`src/rtl/ddr_axi_pkg.sv`:
```
// Shared types and AXI encodings for the cache-line DRAM master.
package ddr_axi_pkg;
  localparam int unsigned LINE_BYTES     = 16;
  localparam int unsigned LINE_LSB       = $clog2(LINE_BYTES);
  localparam logic [2:0]  AXI_SIZE_LINE  = 3'b100;
  localparam logic [1:0]  AXI_BURST_INCR = 2'b01;
  localparam logic [3:0]  AXI_CACHE_DEF  = 4'b0011;
  localparam logic [1:0]  AXI_RESP_OKAY  = 2'b00;

  typedef enum logic [1:0] {W_IDLE, W_SEND, W_RESP} wr_state_t;
  typedef enum logic [1:0] {R_IDLE, R_ADDR, R_DATA, R_HOLD} rd_state_t;
endpackage

```
`src/rtl/ddr_line_axi_wr.sv`:
```
// Write engine: one 128-bit line per single-beat AXI4 write burst.
module ddr_line_axi_wr
  import ddr_axi_pkg::*;
#(
  parameter int unsigned ADDR_W = 27,
  parameter int unsigned DATA_W = 128
) (
  input  logic                   clk,
  input  logic                   rst_n,
  input  logic [DATA_W-1:0]      wr_data,
  input  logic [ADDR_W-1:0]      wr_addr,
  input  logic                   wr_valid,
  output logic                   wr_ready,
  output logic [ADDR_W-1:0]      M_AXI_AWADDR,
  output logic [7:0]             M_AXI_AWLEN,
  output logic [2:0]             M_AXI_AWSIZE,
  output logic [1:0]             M_AXI_AWBURST,
  output logic                   M_AXI_AWLOCK,
  output logic [3:0]             M_AXI_AWCACHE,
  output logic [2:0]             M_AXI_AWPROT,
  output logic [3:0]             M_AXI_AWQOS,
  output logic                   M_AXI_AWVALID,
  input  logic                   M_AXI_AWREADY,
  output logic [DATA_W-1:0]      M_AXI_WDATA,
  output logic [DATA_W/8-1:0]    M_AXI_WSTRB,
  output logic                   M_AXI_WLAST,
  output logic                   M_AXI_WVALID,
  input  logic                   M_AXI_WREADY,
  input  logic [1:0]             M_AXI_BRESP,
  input  logic                   M_AXI_BVALID,
  output logic                   M_AXI_BREADY,
  output logic                   wr_busy_nxt,
  output logic [ADDR_W-LINE_LSB-1:0] wr_line_nxt,
  output logic                   b_err
);
  wr_state_t         state_q, state_d;
  logic [ADDR_W-1:0] addr_q, addr_d;
  logic [DATA_W-1:0] data_q, data_d;
  logic              awvalid_q, awvalid_d, wvalid_q, wvalid_d, bready_q, bready_d;
  logic              aw_done, w_done;
  logic              unused_lsb;

  assign unused_lsb = ^wr_addr[LINE_LSB-1:0];

  always_ff @(posedge clk or negedge rst_n) begin
    if (!rst_n) begin
      state_q   <= W_IDLE;
      addr_q    <= '0;
      data_q    <= '0;
      awvalid_q <= 1'b0;
      wvalid_q  <= 1'b0;
      bready_q  <= 1'b0;
    end else begin
      state_q   <= state_d;
      addr_q    <= addr_d;
      data_q    <= data_d;
      awvalid_q <= awvalid_d;
      wvalid_q  <= wvalid_d;
      bready_q  <= bready_d;
    end
  end

  always_comb begin
    state_d   = state_q;
    addr_d    = addr_q;
    data_d    = data_q;
    awvalid_d = awvalid_q;
    wvalid_d  = wvalid_q;
    bready_d  = bready_q;
    b_err     = 1'b0;
    // A channel counts as done once its valid has already dropped or it handshakes now.
    aw_done   = !awvalid_q || M_AXI_AWREADY;
    w_done    = !wvalid_q || M_AXI_WREADY;
    unique case (state_q)
      W_IDLE: if (wr_valid) begin
        addr_d    = {wr_addr[ADDR_W-1:LINE_LSB], {LINE_LSB{1'b0}}};
        data_d    = wr_data;
        awvalid_d = 1'b1;
        wvalid_d  = 1'b1;
        state_d   = W_SEND;
      end
      W_SEND: begin
        if (M_AXI_AWREADY) awvalid_d = 1'b0;
        if (M_AXI_WREADY)  wvalid_d  = 1'b0;
        if (aw_done && w_done) begin
          bready_d = 1'b1;
          state_d  = W_RESP;
        end
      end
      W_RESP: if (M_AXI_BVALID) begin
        bready_d = 1'b0;
        b_err    = (M_AXI_BRESP != AXI_RESP_OKAY);
        state_d  = W_IDLE;
      end
      default: state_d = W_IDLE;
    endcase
  end

  // Next-state view lets the read engine register ARVALID without a cycle of lag.
  assign wr_busy_nxt = (state_d != W_IDLE);
  assign wr_line_nxt = addr_d[ADDR_W-1:LINE_LSB];
  assign wr_ready    = (state_q == W_IDLE);

  assign M_AXI_AWADDR  = addr_q;
  assign M_AXI_AWLEN   = 8'd0;
  assign M_AXI_AWSIZE  = AXI_SIZE_LINE;
  assign M_AXI_AWBURST = AXI_BURST_INCR;
  assign M_AXI_AWLOCK  = 1'b0;
  assign M_AXI_AWCACHE = AXI_CACHE_DEF;
  assign M_AXI_AWPROT  = 3'd0;
  assign M_AXI_AWQOS   = 4'd0;
  assign M_AXI_AWVALID = awvalid_q;
  assign M_AXI_WDATA   = data_q;
  assign M_AXI_WSTRB   = '1;
  assign M_AXI_WLAST   = 1'b1;
  assign M_AXI_WVALID  = wvalid_q;
  assign M_AXI_BREADY  = bready_q;
endmodule

```
`src/rtl/ddr_line_axi.sv`:
```
// Cache-line DRAM master: line write-backs and fills as single-beat AXI4 bursts.
module ddr_line_axi
  import ddr_axi_pkg::*;
#(
  parameter int unsigned ADDR_W = 27,
  parameter int unsigned DATA_W = 128
) (
  input  logic                clk,
  input  logic                rst_n,
  input  logic [DATA_W-1:0]   wr_data,
  input  logic [ADDR_W-1:0]   wr_addr,
  input  logic                wr_valid,
  output logic                wr_ready,
  input  logic [ADDR_W-1:0]   rd_addr,
  input  logic                rd_avalid,
  output logic                rd_aready,
  output logic [DATA_W-1:0]   rd_data,
  output logic                rd_valid,
  input  logic                rd_dready,
  output logic                axi_err,
  output logic [ADDR_W-1:0]   M_AXI_AWADDR,
  output logic [7:0]          M_AXI_AWLEN,
  output logic [2:0]          M_AXI_AWSIZE,
  output logic [1:0]          M_AXI_AWBURST,
  output logic                M_AXI_AWLOCK,
  output logic [3:0]          M_AXI_AWCACHE,
  output logic [2:0]          M_AXI_AWPROT,
  output logic [3:0]          M_AXI_AWQOS,
  output logic                M_AXI_AWVALID,
  input  logic                M_AXI_AWREADY,
  output logic [DATA_W-1:0]   M_AXI_WDATA,
  output logic [DATA_W/8-1:0] M_AXI_WSTRB,
  output logic                M_AXI_WLAST,
  output logic                M_AXI_WVALID,
  input  logic                M_AXI_WREADY,
  input  logic [1:0]          M_AXI_BRESP,
  input  logic                M_AXI_BVALID,
  output logic                M_AXI_BREADY,
  output logic [ADDR_W-1:0]   M_AXI_ARADDR,
  output logic [7:0]          M_AXI_ARLEN,
  output logic [2:0]          M_AXI_ARSIZE,
  output logic [1:0]          M_AXI_ARBURST,
  output logic                M_AXI_ARLOCK,
  output logic [3:0]          M_AXI_ARCACHE,
  output logic [2:0]          M_AXI_ARPROT,
  output logic [3:0]          M_AXI_ARQOS,
  output logic                M_AXI_ARVALID,
  input  logic                M_AXI_ARREADY,
  input  logic [DATA_W-1:0]   M_AXI_RDATA,
  input  logic [1:0]          M_AXI_RRESP,
  input  logic                M_AXI_RLAST,
  input  logic                M_AXI_RVALID,
  output logic                M_AXI_RREADY
);
  rd_state_t                 state_q, state_d;
  logic [ADDR_W-1:0]         addr_q, addr_d;
  logic [DATA_W-1:0]         rdata_q, rdata_d;
  logic                      arvalid_q, arvalid_d, rready_q, rready_d;
  logic                      rvalid_q, rvalid_d, err_q, err_d;
  logic                      wr_busy_nxt, b_err;
  logic [ADDR_W-LINE_LSB-1:0] wr_line_nxt;
  logic                      unused_lsb;

  assign unused_lsb = ^rd_addr[LINE_LSB-1:0];

  ddr_line_axi_wr #(.ADDR_W(ADDR_W), .DATA_W(DATA_W)) u_wr (
    .clk(clk), .rst_n(rst_n),
    .wr_data(wr_data), .wr_addr(wr_addr), .wr_valid(wr_valid), .wr_ready(wr_ready),
    .M_AXI_AWADDR(M_AXI_AWADDR), .M_AXI_AWLEN(M_AXI_AWLEN), .M_AXI_AWSIZE(M_AXI_AWSIZE),
    .M_AXI_AWBURST(M_AXI_AWBURST), .M_AXI_AWLOCK(M_AXI_AWLOCK), .M_AXI_AWCACHE(M_AXI_AWCACHE),
    .M_AXI_AWPROT(M_AXI_AWPROT), .M_AXI_AWQOS(M_AXI_AWQOS), .M_AXI_AWVALID(M_AXI_AWVALID),
    .M_AXI_AWREADY(M_AXI_AWREADY), .M_AXI_WDATA(M_AXI_WDATA), .M_AXI_WSTRB(M_AXI_WSTRB),
    .M_AXI_WLAST(M_AXI_WLAST), .M_AXI_WVALID(M_AXI_WVALID), .M_AXI_WREADY(M_AXI_WREADY),
    .M_AXI_BRESP(M_AXI_BRESP), .M_AXI_BVALID(M_AXI_BVALID), .M_AXI_BREADY(M_AXI_BREADY),
    .wr_busy_nxt(wr_busy_nxt), .wr_line_nxt(wr_line_nxt), .b_err(b_err)
  );

  always_ff @(posedge clk or negedge rst_n) begin
    if (!rst_n) begin
      state_q   <= R_IDLE;
      addr_q    <= '0;
      rdata_q   <= '0;
      arvalid_q <= 1'b0;
      rready_q  <= 1'b0;
      rvalid_q  <= 1'b0;
      err_q     <= 1'b0;
    end else begin
      state_q   <= state_d;
      addr_q    <= addr_d;
      rdata_q   <= rdata_d;
      arvalid_q <= arvalid_d;
      rready_q  <= rready_d;
      rvalid_q  <= rvalid_d;
      err_q     <= err_d;
    end
  end

  always_comb begin
    state_d   = state_q;
    addr_d    = addr_q;
    rdata_d   = rdata_q;
    arvalid_d = arvalid_q;
    rready_d  = rready_q;
    rvalid_d  = rvalid_q;
    err_d     = err_q | b_err;
    unique case (state_q)
      R_IDLE: if (rd_avalid) begin
        addr_d  = {rd_addr[ADDR_W-1:LINE_LSB], {LINE_LSB{1'b0}}};
        state_d = R_ADDR;
      end
      R_ADDR: if (arvalid_q && M_AXI_ARREADY) begin
        arvalid_d = 1'b0;
        rready_d  = 1'b1;
        state_d   = R_DATA;
      end
      R_DATA: if (M_AXI_RVALID) begin
        rdata_d  = M_AXI_RDATA;
        rready_d = 1'b0;
        rvalid_d = 1'b1;
        if (M_AXI_RRESP != AXI_RESP_OKAY || !M_AXI_RLAST) err_d = 1'b1;
        state_d  = R_HOLD;
      end
      R_HOLD: if (rd_dready) begin
        rvalid_d = 1'b0;
        state_d  = R_IDLE;
      end
      default: state_d = R_IDLE;
    endcase
    // ARVALID only rises when the line is clear next cycle; once up it stays until ARREADY.
    if (state_d == R_ADDR && !arvalid_q)
      arvalid_d = !(wr_busy_nxt && (wr_line_nxt == addr_d[ADDR_W-1:LINE_LSB]));
  end

  assign rd_aready = (state_q == R_IDLE);
  assign rd_data   = rdata_q;
  assign rd_valid  = rvalid_q;
  assign axi_err   = err_q;

  assign M_AXI_ARADDR  = addr_q;
  assign M_AXI_ARLEN   = 8'd0;
  assign M_AXI_ARSIZE  = AXI_SIZE_LINE;
  assign M_AXI_ARBURST = AXI_BURST_INCR;
  assign M_AXI_ARLOCK  = 1'b0;
  assign M_AXI_ARCACHE = AXI_CACHE_DEF;
  assign M_AXI_ARPROT  = 3'd0;
  assign M_AXI_ARQOS   = 4'd0;
  assign M_AXI_ARVALID = arvalid_q;
  assign M_AXI_RREADY  = rready_q;
endmodule

```
`config.mk`:
```
export PLATFORM = sky130hd
export DESIGN_NAME = ddr_line_axi
export DESIGN_NICKNAME = d
export VERILOG_FILES = /design/src/rtl/ddr_axi_pkg.sv /design/src/rtl/ddr_line_axi_wr.sv /design/src/rtl/ddr_line_axi.sv
export SDC_FILE = /design/constraint.sdc
export NUM_CORES = 1
export LEC_CHECK = 0
export ABC_CLOCK_PERIOD_IN_PS = 2280
export BUFFER_PORTS_ARGS = -buffer_cell sky130_fd_sc_hd__buf_4
export CAP_MARGIN = 20
export CORE_AREA = 5 5 276 278
export CTS_CLUSTER_DIAMETER = 200
export DETAILED_ROUTE_END_ITERATION = 8
export DIE_AREA = 0 0 281 283
export GPL_TIMING_DRIVEN = 0
export PLACE_DENSITY_LB_ADDON = 0.3
export SYNTH_ARGS = -nofsm -noshare
export SYNTH_HDL_FRONTEND = slang
export SYNTH_SLANG_ARGS = --single-unit
export TNS_END_PERCENT = 5
```
`constraint.sdc`:
```
create_clock -name clk -period 2.28 [get_ports clk]
set_input_delay 0.342 -clock clk [delete_from_list [all_inputs] [get_ports clk]]
set_output_delay 0.342 -clock clk [all_outputs]
set_load 0.1 [all_outputs]
```
==> results of run 1 <==
==> state kept, by name, indices dropped and copies added (netlist names), 2 cells and up <==
name	count
rd_data	128
u_wr.M_AXI_WDATA	128
M_AXI_ARADDR	23
u_wr.M_AXI_AWADDR	23
state_q	2
u_wr.state_q	2
==> cell type report <==
| class | instances | area, um^2 |
|---|---|---|
| Antenna cell | 2 | 5.00 |
| Buffer | 111 | 836 |
| Clock buffer | 56 | 1130 |
| Clock inverter | 13 | 198 |
| Fill cell | 7500 | 50800 |
| Inverter | 6 | 22.5 |
| Multi-Input combinational cell | 454 | 4390 |
| Sequential cell | 313 | 7830 |
| Tap cell | 969 | 1210 |
| Timing Repair Buffer | 873 | 7240 |
==> metrics by stage <==
stage	util [%]	TNS, ns	instances	setup slack [ns]
finish	31.0	-0.191	2797	-0.191
global route	31.0	-0.468	2797	-0.276
CTS	30.7	-0.265	2778	-0.265
detailed placement	25.7	-35.31	2482	-0.642
global placement	25.6	-697.43	2480	-2.17
floorplan	-	0	884	0.0739
==> Yosys cell counts (2+ instances only) <==
cell type / instances / area, um^2
dfrtp_1: 313 / 7830
mux2_2: 286 / 3220
buf_4: 88 / 661
xor2_1: 23 / 201
mux2_4: 17 / 255
buf_2: 13 / 65.1
nor2_1: 13 / 48.8
o21ai_0: 9 / 45.0
inv_1: 6 / 22.5
nand2_1: 6 / 22.5
clkbuf_1: 5 / 18.8
nor4_1: 5 / 31.3
a21oi_1: 4 / 20.0
buf_6: 4 / 45.0
conb_1: 2 / 7.51
==> final timing paths <==
kind / from / end / slack [ns] / depth (start not counted)
max: u_wr.state_q[0] / M_AXI_ARVALID / -0.19 / 11
min: wr_data[117] / u_wr.M_AXI_WDATA[117] / 0.05 / 2
max reg2reg: u_wr.state_q[0] / M_AXI_ARVALID / -0.19 / 11
min reg2reg: axi_err / axi_err / 0.49 / 2
max in group asynchronous: rst_n / u_wr.M_AXI_WDATA[0] / 0.74 / 3
min in group asynchronous: rst_n / rd_data[127] / 0.43 / 2
==> cell families (layout without fill, tap and decap cells) <==
group,after synthesis,after routing
other,2,77
AOI/OAI and AO/OA,21,21
buffers and inverters,117,1059
and+or+nand+nor,32,32
xor gates and xnor gates,23,23
DFF,313,313
muxes,303,303
==> metal layers <==
metal  part of all wire (%)  wire length, um  track usage, %
met2                     53            24800            20.8
met3                    9.1             4230            3.81
met1                     34            16100            11.3
met5                      0                0               0
met4                    3.3             1560            3.78
==> timing repair <==
action                                  CTS  global route
setup buffers                             7            16
endpoints found under the hold margin   304             0
resized for setup                        10            16
gates cloned                              1             1
hold buffers                            219             0
endpoints found under the setup margin  221            21
pin swaps                                 7            10
==> results.md, run 1 <==
- Most frequent cells in the layout: buf_4, dfrtp_1, mux2_2, dlygate4sd3_1, conb_1
- TritonCTS clock tree: yes
- CTS sink count: 313
- Port bufs: 627
- RSZ-0062 raised after global routing: yes
- Initial Utilization: 17.2%
- CP Class: flop to flop
- Area delta synth->final: 80.6%
- CP startpoint kind: flop
- Share of layout cells above drive strength 1: 62.3%
- EDFF count, synth: 0
- DR vias/cell: 3.59
- Yosys warnings: 0
- Nets: 2,123
- Synth unique cells: 32
- Min Clock Period, post-route: 2.47 ns
- Largest family of logic cells by synthesized area: multiplexers
- Synth Area in Adders: 0%
- Commonest non-fill, non-tap cell in the layout: buf_4
- Worst Setup End Kind: flop
- Vias in the first global route: 11,200
- Finished Cell Area: 0.0229 mm^2
- Final worst setup slack: -0.191 ns
- Multiplexer share of the synthesized area: 27.5%
- Post-DRT Antenna Nets: 0
- DIE HEIGHT: 283 um
- Period utilization: 108%
- WP data arrival: 2.89 ns
- Outcome: finished with violations
- Wire per inst: 16.7 um
- Grt ovf: 0
- Sequential share of the synthesized area: 61.9%
- Pre-antenna DRT Iters: 4
- Top FF cell, synth: dfrtp_1
- Post-synthesis async set-or-reset flop share: 100%
- Mapped Area: 0.0127 mm^2
- Maximum fanout along the worst path: 5
- Drt initial violations: 214
- Critical path buffer and inverter count: 5
- Core area: 0.0737 mm^2
- Die X: 281 um
- Num CTS Buffers: 39
- Count of state elements after synthesis: 313
- Post-DP HPWL: 35,400 um
- Final wirelength: 46,600 um
- Endpoints failing setup: 1
- Initial antenna violation count: 2
- DRC: 0
- Avg Cell Area, Syn: 15.6 um^2
- Clock tree buffer depth: 3
- Clk root buf: clkbuf_16
- Final Skew: 0.0113 ns
- Die Area: 0.0795 mm^2
- Pin count of the biggest net entering global routing: 115
- Hold Worst Slack: 0.0491 ns
- Worst-Margin Slew: 0.801 ns
- XOR/XNOR Fraction of Synth Area: 1.59%
- Crit-path leading delay family: simple AND/OR/NAND/NOR gates
- Failing checks: negative setup slack
- CP max stage cell: dfrtp_1
- Routability cong.: 0.800
- CP required: 2.70 ns
- IO Count: 711
- Achievable frequency: 405 MHz
- Reg clk slew, reported paths: 0.06 ns
- Clock Latency Late Sink: 0.54 ns
- Vias: 10,000
- Simple-Gate Fraction of Synth Area: 1.39%
- H-tree Lvls: 2
- Hold Vio Cnt, Final: 0
- Max-Cap Viols: 0
- Crit-path max cell delay: 0.37 ns
- Max-slew violation count: 0
- Cell Chain, Critical Path: buf_6 -> nor3b_4 -> buf_12 -> buf_12 -> buf_16 -> buf_4 -> mux2_4 -> xor2_2 -> nor4_4 -> nand4_1 -> o21a_1
- Synth Instances: 811
- Gr usage total: 11.0%
- Slew Limit Headroom: 46.6%
- Hold WC Path Type: input pin to flop
- Cell Rows: 100
- Post-DP Area: 0.0189 mm^2
- First-pass GRT wire length: 68,500 um
- Compound-Gate Fraction of Synth Area: 1.02%
- Most used cell, CP: buf_12
Power of run 1 is not shown: default switching activity piles up to over one toggle a cycle in this logic, so the estimate is an artifact.
==> inputs of run 2 (changes only) <==
--- a/config.mk
+++ b/config.mk
@@ -9,11 +9,12 @@
 export BUFFER_PORTS_ARGS = -buffer_cell sky130_fd_sc_hd__buf_4
 export CAP_MARGIN = 20
 export CORE_AREA = 5 5 276 278
+export CTS_BUF_LIST = sky130_fd_sc_hd__clkbuf_16
 export CTS_CLUSTER_DIAMETER = 200
 export DETAILED_ROUTE_END_ITERATION = 8
 export DIE_AREA = 0 0 281 283
 export GPL_TIMING_DRIVEN = 0
-export PLACE_DENSITY_LB_ADDON = 0.3
+export PLACE_DENSITY = 0.36
 export SYNTH_ARGS = -nofsm -noshare
 export SYNTH_HDL_FRONTEND = slang
 export SYNTH_SLANG_ARGS = --single-unit
==> run 2 against run 1 <==
  * The run still ends with negative setup slack left
  * Via count is 1.6% higher
  * Register-to-register slack worse by 0.12 ns
  * Clock-buffer cell count is 13 lower
  * First-iteration DRC count is 4.2% higher
  * Global-route usage is 1.8 points higher
  * Setup slack worse by 0.12 ns
  * Routed wire length is 14% higher
  * Worst hold slack worse by 0.0072 ns
  * Fmax is 4.6% lower
  * Largest cell class unchanged
==> results.md, run 2 (synthesis results as in run 1) <==
- Grt ovf: 0
- Clock tree buffer depth: 3
- Min Clock Period, post-route: 2.59 ns
- Slew Limit Headroom: 58.6%
- Post-DP Area: 0.0189 mm^2
- Cell Chain, Critical Path: nor3b_4 -> buf_12 -> mux2_4 -> xor2_4 -> nor4_4 -> nand4_1 -> o21a_1
- Cell Rows: 100
- RSZ-0062 raised after global routing: yes
- Fillers: 7,612
- Vias: 10,200
- Hold Worst Slack: 0.0420 ns
- DR vias/cell: 3.59
- Finished Cell Area: 0.0232 mm^2
- Share of layout cells above drive strength 1: 60.0%
- Final wirelength: 53,300 um
- Pre-antenna DRT Iters: 4
- Initial antenna violation count: 2
- Area delta synth->final: 83.1%
- Achievable frequency: 386 MHz
- Die Area: 0.0795 mm^2
- First-pass GRT wire length: 77,200 um
- Clk root buf: clkbuf_16
- Core area: 0.0737 mm^2
- Maximum fanout along the worst path: 5
- CP Class: flop to flop
- Hold Vio Cnt, Final: 0
- CP required: 2.71 ns
- Num CTS Buffers: 42
- Final worst setup slack: -0.309 ns
- Nets: 2,161
- CP max stage cell: nor4_4
- Max-slew violation count: 0
- Post-DP HPWL: 41,900 um
- Most frequent cells in the layout: buf_4, dfrtp_1, mux2_2, dlygate4sd3_1, conb_1
- Post-DRT Antenna Nets: 0
- Port bufs: 627
- Pin count of the biggest net entering global routing: 100
- Vias in the first global route: 11,400
- Endpoints failing setup: 1
- Drt initial violations: 223
- Clock Latency Late Sink: 0.55 ns
- Hold WC Path Type: input pin to flop
- Gr usage total: 12.9%
- Multi-input logic area: 0.00437 mm^2
- CP startpoint kind: flop
- DRC: 0
- Crit-path max cell delay: 0.45 ns
- Commonest non-fill, non-tap cell in the layout: buf_4
- CTS sink count: 313
- H-tree Lvls: 2
- Initial Utilization: 17.2%
- DIE HEIGHT: 283 um
- Routability cong.: 0.764
- Max-Cap Viols: 0
- WP data arrival: 3.02 ns
- Period utilization: 114%
- TritonCTS clock tree: yes
- Wire per inst: 18.8 um
- Worst Setup End Kind: flop
- Die X: 281 um
- Reg clk slew, reported paths: 0.06 ns
- IO Count: 711
- Outcome: finished with violations
- Worst-Margin Slew: 0.620 ns
- Register area: 0.00783 mm^2
- Final Skew: 0.0108 ns
- Failing checks: negative setup slack
-- run 2: changes by cell type in the layout (fill, tap and decap cells not counted), sizes merged --
| cell | delta |
|---|---|
| bufinv | -3 |
| clkinv | +8 |
| buf | -7 |
| clkbuf | -15 |
| inv | +14 |
| dlygate4sd3 | +44 |
-- run 2: layer usage --
| layer | track usage [%] | vias up | share of wire [%] | wire, um |
|---|---|---|---|---|
| met3 | 4.15 | 67 | 7.9 | 4220 |
| met4 | 3.54 | 0 | 2.6 | 1390 |
| li1 | - | 4735 | - | - |
| met5 | 0 | - | 0 | 0 |
| met2 | 24.1 | 354 | 53 | 28500 |
| met1 | 13.8 | 5046 | 36 | 19200 |
-- run 2: timing repair --
action,4_1_cts,5_1_grt
resized for setup,24,9
pin swaps,7,7
endpoints found under the hold margin,314,0
hold buffers,263,0
setup endpoints to repair,229,201
setup buffers,14,2
-- run 2: stage by stage --
stage	TNS, ns	setup slack (ns)	instances	utilization [%]
after CTS	-0.721	-0.417	2835	31.4
after global routing	-0.685	-0.440	2837	31.4
after floorplan	0	0.0739	884	-
after global placement	-840.44	-2.59	2480	25.6
final	-0.309	-0.309	2838	31.4
after detailed placement	-61.41	-1.43	2483	25.7
-- run 2: path summary, 6_finish.rpt --
| check | from | to | slack (ns) | cells after the start |
|---|---|---|---|---|
| max | state_q[1] | M_AXI_ARVALID | -0.31 | 7 |
| min | wr_data[108] | u_wr.M_AXI_WDATA[108] | 0.04 | 2 |
| max reg2reg | state_q[1] | M_AXI_ARVALID | -0.31 | 7 |
| min reg2reg | axi_err | axi_err | 0.48 | 2 |
| max in group asynchronous | rst_n | rd_data[5] | 0.68 | 4 |
| min in group asynchronous | rst_n | u_wr.M_AXI_WDATA[118] | 0.30 | 2 |
-- run 2: final cells by class --
class / instances / area share, %
timing repair buffer: 909 / 32.8
sequential: 313 / 33.8
clock buffer: 43 / 4.64
tap: 969 / 5.23
antenna: 2 / 0.0216
buffer: 110 / 3.71
multi-input combinational: 454 / 18.9
inverter: 6 / 0.0972
clock inverter: 32 / 0.875
-- run 2: critical path: cells and delay by family, from the launching register on --
| kind | cells | cell delay [ns] |
|---|---|---|
| AND/OR/NAND/NOR | 3 | 1.09 |
| flip-flops | 1 | 0.41 |
| multiplexers | 1 | 0.34 |
| AO/OA/AOI/OAI | 1 | 0.25 |
| XOR/XNOR | 1 | 0.19 |
| buffers and inverters | 1 | 0.18 |
Power of run 2 is left out for the same reason.
